===== src/rtl/rf_trace_pkg.sv =====
// Shared types and constants for the register-file write tracer.
package rf_trace_pkg;

    localparam int REG_AW      = 5;
    localparam int RSTATUS_REG = 30;

    typedef enum logic [1:0] {
        ARMED,
        POST,
        FROZEN
    } trace_state_t;

    // r0 is hardwired, so writes to it never reach the shadow or the trace.
    function automatic logic is_reg_write(input logic we, input logic [REG_AW-1:0] addr);
        return we && (addr != '0);
    endfunction

endpackage


===== src/rtl/rf_write_tracer_fifo.sv =====
// Synchronous trace FIFO with flush; head is visible the cycle after the push.
module trace_fifo #(
    parameter int  DEPTH   = 16,
    parameter type entry_t = logic [31:0]
) (
    input  logic                   clock,
    input  logic                   reset,
    input  logic                   flush,
    input  logic                   push,
    input  logic                   pop,
    input  entry_t                 din,
    output entry_t                 dout,
    output logic                   valid,
    output logic                   full,
    output logic [$clog2(DEPTH):0] count
);

    localparam int AW = $clog2(DEPTH);

    entry_t        mem [DEPTH];
    logic [AW:0]   wr_ptr;
    logic [AW:0]   rd_ptr;
    logic          do_push;
    logic          do_pop;

    assign valid   = (wr_ptr != rd_ptr);
    assign full    = (wr_ptr[AW] != rd_ptr[AW]) && (wr_ptr[AW-1:0] == rd_ptr[AW-1:0]);
    assign count   = wr_ptr - rd_ptr;
    assign do_pop  = pop && valid && !flush;
    // A pop in the same cycle frees the slot the push lands in.
    assign do_push = push && (!full || do_pop) && !flush;
    assign dout    = valid ? mem[rd_ptr[AW-1:0]] : '0;

    always_ff @(posedge clock) begin
        if (!reset) begin
            wr_ptr <= '0;
            rd_ptr <= '0;
        end else if (flush) begin
            wr_ptr <= '0;
            rd_ptr <= '0;
        end else begin
            if (do_push) wr_ptr <= wr_ptr + 1'b1;
            if (do_pop)  rd_ptr <= rd_ptr + 1'b1;
        end
    end

    always_ff @(posedge clock) begin
        if (do_push) mem[wr_ptr[AW-1:0]] <= din;
    end

endmodule


===== src/rtl/rf_write_tracer.sv =====
// Passive regfile write tracer: shadow registers, stamped trace FIFO and
// a post-trigger capture window that freezes after a write to rstatus.
module rf_write_tracer
    import rf_trace_pkg::*;
#(
    parameter int DEPTH     = 16,
    parameter int STAMP_W   = 16,
    parameter int TRIG_REG  = RSTATUS_REG,
    parameter int POST_TRIG = 4
) (
    input  logic                   clock,
    input  logic                   reset,
    input  logic                   rf_we,
    input  logic [4:0]             rf_waddr,
    input  logic [31:0]            rf_wdata,
    input  logic [4:0]             dbg_raddr,
    output logic [31:0]            dbg_rdata,
    input  logic                   rearm,
    output logic                   trc_valid,
    input  logic                   trc_ready,
    output logic [STAMP_W-1:0]     trc_stamp,
    output logic [4:0]             trc_addr,
    output logic [31:0]            trc_data,
    output logic [$clog2(DEPTH):0] trc_count,
    output logic                   overflow,
    output logic                   frozen
);

    localparam int CNT_W = $clog2(POST_TRIG + 1) + 1;

    typedef struct packed {
        logic [STAMP_W-1:0] stamp;
        logic [4:0]         addr;
        logic [31:0]        data;
    } entry_t;

    logic [STAMP_W-1:0] stamp;
    logic [31:0]        shadow [32];
    trace_state_t       state;
    trace_state_t       next_state;
    logic [CNT_W-1:0]   post_cnt;
    logic [CNT_W-1:0]   next_cnt;
    logic               reg_write;
    logic               qualify;
    logic               pop;
    logic               full;
    entry_t             new_entry;
    entry_t             head;

    assign reg_write = is_reg_write(rf_we, rf_waddr);
    assign qualify   = reg_write && (state != FROZEN);
    assign pop       = trc_valid && trc_ready;
    assign frozen    = (state == FROZEN);
    assign dbg_rdata = (dbg_raddr == '0) ? '0 : shadow[dbg_raddr];

    assign new_entry = '{stamp: stamp, addr: rf_waddr, data: rf_wdata};
    assign trc_stamp = head.stamp;
    assign trc_addr  = head.addr;
    assign trc_data  = head.data;

    always_ff @(posedge clock) begin
        if (!reset) stamp <= '0;
        else        stamp <= stamp + 1'b1;
    end

    always_ff @(posedge clock) begin
        if (!reset) begin
            for (int unsigned i = 0; i < 32; i++) shadow[i] <= '0;
        end else if (reg_write) begin
            shadow[rf_waddr] <= rf_wdata;
        end
    end

    always_ff @(posedge clock) begin
        if (!reset)                        overflow <= 1'b0;
        else if (rearm)                    overflow <= 1'b0;
        else if (qualify && full && !pop)  overflow <= 1'b1;
    end

    always_ff @(posedge clock) begin
        if (!reset) begin
            state    <= ARMED;
            post_cnt <= '0;
        end else begin
            state    <= next_state;
            post_cnt <= next_cnt;
        end
    end

    // Dropped writes in POST still consume the window, so count on qualify, not on push.
    always_comb begin
        next_state = state;
        next_cnt   = post_cnt;
        if (rearm) begin
            next_state = ARMED;
        end else begin
            unique case (state)
                ARMED: begin
                    if (qualify && (rf_waddr == 5'(TRIG_REG))) begin
                        next_cnt   = CNT_W'(POST_TRIG);
                        next_state = (POST_TRIG == 0) ? FROZEN : POST;
                    end
                end
                POST: begin
                    if (qualify) begin
                        next_cnt = post_cnt - 1'b1;
                        if (post_cnt == CNT_W'(1)) next_state = FROZEN;
                    end
                end
                FROZEN: ;
                default: next_state = ARMED;
            endcase
        end
    end

    trace_fifo #(
        .DEPTH   (DEPTH),
        .entry_t (entry_t)
    ) u_fifo (
        .clock (clock),
        .reset (reset),
        .flush (rearm),
        .push  (qualify),
        .pop   (trc_ready),
        .din   (new_entry),
        .dout  (head),
        .valid (trc_valid),
        .full  (full),
        .count (trc_count)
    );

endmodule


===== config.mk =====
export PLATFORM = sky130hd
export DESIGN_NAME = rf_write_tracer
export DESIGN_NICKNAME = d
export VERILOG_FILES = /design/src/rtl/rf_trace_pkg.sv /design/src/rtl/rf_write_tracer_fifo.sv /design/src/rtl/rf_write_tracer.sv
export SDC_FILE = /design/constraint.sdc
export NUM_CORES = 2
export LEC_CHECK = 0
export CAP_MARGIN = 25
export CORE_MARGIN = 5
export CORE_UTILIZATION = 56
export DETAILED_ROUTE_END_ITERATION = 10
export PLACE_DENSITY = 0.73
export SLEW_MARGIN = 40
export SYNTH_ARGS = -nofsm -noshare
export SYNTH_HDL_FRONTEND = slang
export SYNTH_SLANG_ARGS = --single-unit

===== constraint.sdc =====
create_clock -name clock -period 16.95 [get_ports clock]
set_input_delay 3.39 -clock clock [delete_from_list [all_inputs] [get_ports clock]]
set_output_delay 3.39 -clock clock [all_outputs]
set_load 0.05 [all_outputs]

==> results.json <==
{
  "synth.avg_cell_area_um2": 18.1,
  "root_buffer": "clkbuf_16",
  "hp-class": "reg -> reg",
  "drive_gt1_frac": 0.219,
  "crit_path_start_kind": "input pin",
  "yosysTopAreaCell": "edfxtp_1",
  "vias": 42600,
  "rsz0062_at_grt": "no",
  "critPathArrivalTime_ns": 7.67,
  "die_area_um2": 151000,
  "yosys-mux-area-fraction": 0.150,
  "track_usage": 0.270,
  "core-area_um2": 143000,
  "drcViolationCount": 0,
  "crit_fanout": 37,
  "synth-simple-area-share": 0.0957,
  "die_h_um": 389,
  "yosysTopAreaCellShare": 0.699,
  "total_power_uw": 9930,
  "synth-edff-count": 1872,
  "fin_crit_sh": 0.652,
  "p_comb_frac": 0.060,
  "clk_latency_ns": 0.81,
  "setup_violations": 0,
  "wire_per_inst_um": 30.7,
  "tightest_slew_ns": 0.927,
  "intPower_uw": 7750,
  "peakVddDrop_mv": 0.125,
  "p_leak_uw": 0.0298,
  "syn_inst": 4433,
  "final_nets": 4620,
  "cts_tree": "built",
  "drtAntennaViolNets": 0,
  "die_x_um": 389,
  "critPathKind": "in -> out",
  "dp_cells": 6269,
  "async_flop_share": 0,
  "syn-cell-area_um2": 80400,
  "ctsResizeCount": 0,
  "switching_power_uw": 2180,
  "numCtsBuffers": 186,
  "clk_pin_slew_worst_paths_ns": 0.06,
  "yosys_warnings": 0,
  "synth_area_leaders": "edfxtp_1, mux4_2, and2_1",
  "timing.final.ws_setup_ns": 5.89,
  "finalWirelength_um": 203000,
  "post-cts-setup-buffers": 0,
  "grt.overflow.total": 0,
  "multi_input_area_um2": 22500,
  "synth_cell_types": 58,
  "period_minus_slack_ns": 11.06,
  "synthAdderAreaFrac": 0.00212,
  "seq_area_frac_synth": 0.709,
  "start_util": 0.562,
  "grt_pass1_vias": 43400,
  "synth_xor_area_frac": 0.00207,
  "ios": 140,
  "cts.sinks": 1909,
  "fin_tns_setup_ns": 0,
  "maxCapViolations": 0,
  "port_buffers": 139,
  "slew_headroom": 0.378,
  "htreeDepth": 4,
  "dp_hpwl_um": 109000,
  "synth_compound_area_frac": 0.0213,
  "finalHoldViolCount": 0,
  "vias_per_cell": 6.42,
  "pre_cts_slack_ns": 5.70,
  "synth_top_flop_cell": "edfxtp_1",
  "gp_congestion": 0.813,
  "power.density_nw_per_um2": 109,
  "fp-row-count": 139,
  "seq_power_share": 0.540,
  "drt_iter0_drc": 5469,
  "synth-seq-cells": 1909,
  "fill_cells": 9574,
  "clockPowerShare": 0.400,
  "status": "complete, no violations",
  "slew_viol_final": 0,
  "dr.pass1.iters": 6,
  "fmax_ghz": 0.0904,
  "seq_area_um2": 57000,
  "grt_max_degree": 136,
  "synth_top_family_by_area": "multiplexers",
  "required_ns": 13.56,
  "clock_path_buffers": 3,
  "fin_skew_ns": 0.0146,
  "syn_to_final_growth_pct": 13.0,
  "endpoint_kind": "output port",
  "grt_pass1_wl_um": 298000,
  "fin_cells": 6626,
  "swShare": 0.220,
  "antenna_found_initial": 9,
  "hold_buffers": 0
}
[flip-flops by register name, summed over array words and instances, names as in the netlist, named ones only]
| register | count |
|---|---|
| overflow | 1 |
| shadow | 1024 |
| state | 2 |
| u_fifo.wr_ptr | 5 |
| u_fifo.rd_ptr | 5 |
| stamp | 16 |
| u_fifo.mem | 848 |
| post_cnt | 4 |
[layout make-up]
type	count	area share
diodes	5	0.000138
clock buffers	248	0.0557
clock inverters	98	0.00841
inverters	21	0.000868
multi-input cells	2155	0.247
flip-flops and latches	1909	0.627
well taps	1903	0.0262
repair buffers	287	0.0345
[power by group through the flow]
stage | Clock, uW | Sequential, uW | Combinational, uW
after floorplan | 0 | 5440 | 348
after global placement | 0 | 5450 | 580
after detailed placement | 0 | 5460 | 588
after CTS | 4010 | 5360 | 591
after global routing | 4230 | 5370 | 619
final | 3970 | 5360 | 595
[per-stage QoR]
stage / hold WS, ns / cell area [um2] / utilization
2_1_floorplan: 0.448 / 80500 / -
3_3_place_gp: 0.455 / 84100 / 0.587
3_5_place_dp: 0.477 / 84800 / 0.593
4_1_cts: 0.488 / 90700 / 0.633
5_1_grt: 0.521 / 90900 / 0.635
6_report: 0.480 / 90900 / 0.635
[worst paths after layout]
| check | start | endpoint | slack [ns] | cells after the start |
|---|---|---|---|---|
| hold reg to reg | overflow | overflow | 0.48 | 2 |
| hold / removal | overflow | overflow | 0.48 | 2 |
| setup reg to reg | u_fifo.wr_ptr[0] | u_fifo.mem[3][29] | 13.47 | 7 |
| setup / recovery | dbg_raddr[0] | dbg_rdata[28] | 5.89 | 7 |
[per-layer routing]
layer  routed length [um]  global-route usage
met5                   24                   0
met3                19500              0.0529
met4                 6900              0.0883
met1                79200               0.387
met2                97600               0.424
[synth_stat cells, types with 19 or more instances]
library cell	instances
edfxtp_1	1872
and2_1	932
mux4_2	489
clkbuf_1	280
nor2b_1	92
and3_1	88
o21ai_0	68
mux2i_1	65
buf_2	57
nor2_1	44
dfxtp_1	37
a211oi_1	33
a22oi_1	32
a311oi_1	32
mux2_2	32
nand2_1	30
a221oi_1	24
buf_1	24
inv_1	19
[kinds of logic after synthesis]
logic type                 count (synthesis)
muxes                                    586
and+or+nand+nor                         1257
xor gates and xnor gates                  19
buffers and inverters                    400
other                                      1
adders and majority gates                 13
AOI/OAI and AO/OA                        248
DFF                                     1909
[critical path, stage by stage]
cell	delay [ns]
buf_4	0.11
buf_6	0.44
buf_4	0.67
and2_2	0.86
a22oi_1	0.23
a311oi_1	0.83
clkdlybuf4s50_1	0.96
[cells in the final DEF, fill, tap and decap left out, types with 19 or more instances in the layout]
master	n
conb_1	32
mux4_2	489
and2_1	931
clkinv_2	31
dfxtp_1	33
nor2_1	23
clkbuf_1	49
a311oi_1	32
and3_1	70
nor2b_1	90
a22oi_1	32
o21ai_4	19
a211oi_1	33
nand2_1	30
buf_4	98
edfxtp_1	1872
a221oi_1	24
clkbuf_16	190
buf_16	21
clkdlybuf4s50_1	127
o21ai_0	49
clkinv_1	44
mux2i_1	65
mux2_2	32
Note: power is estimated with default switching activity, not from simulation.
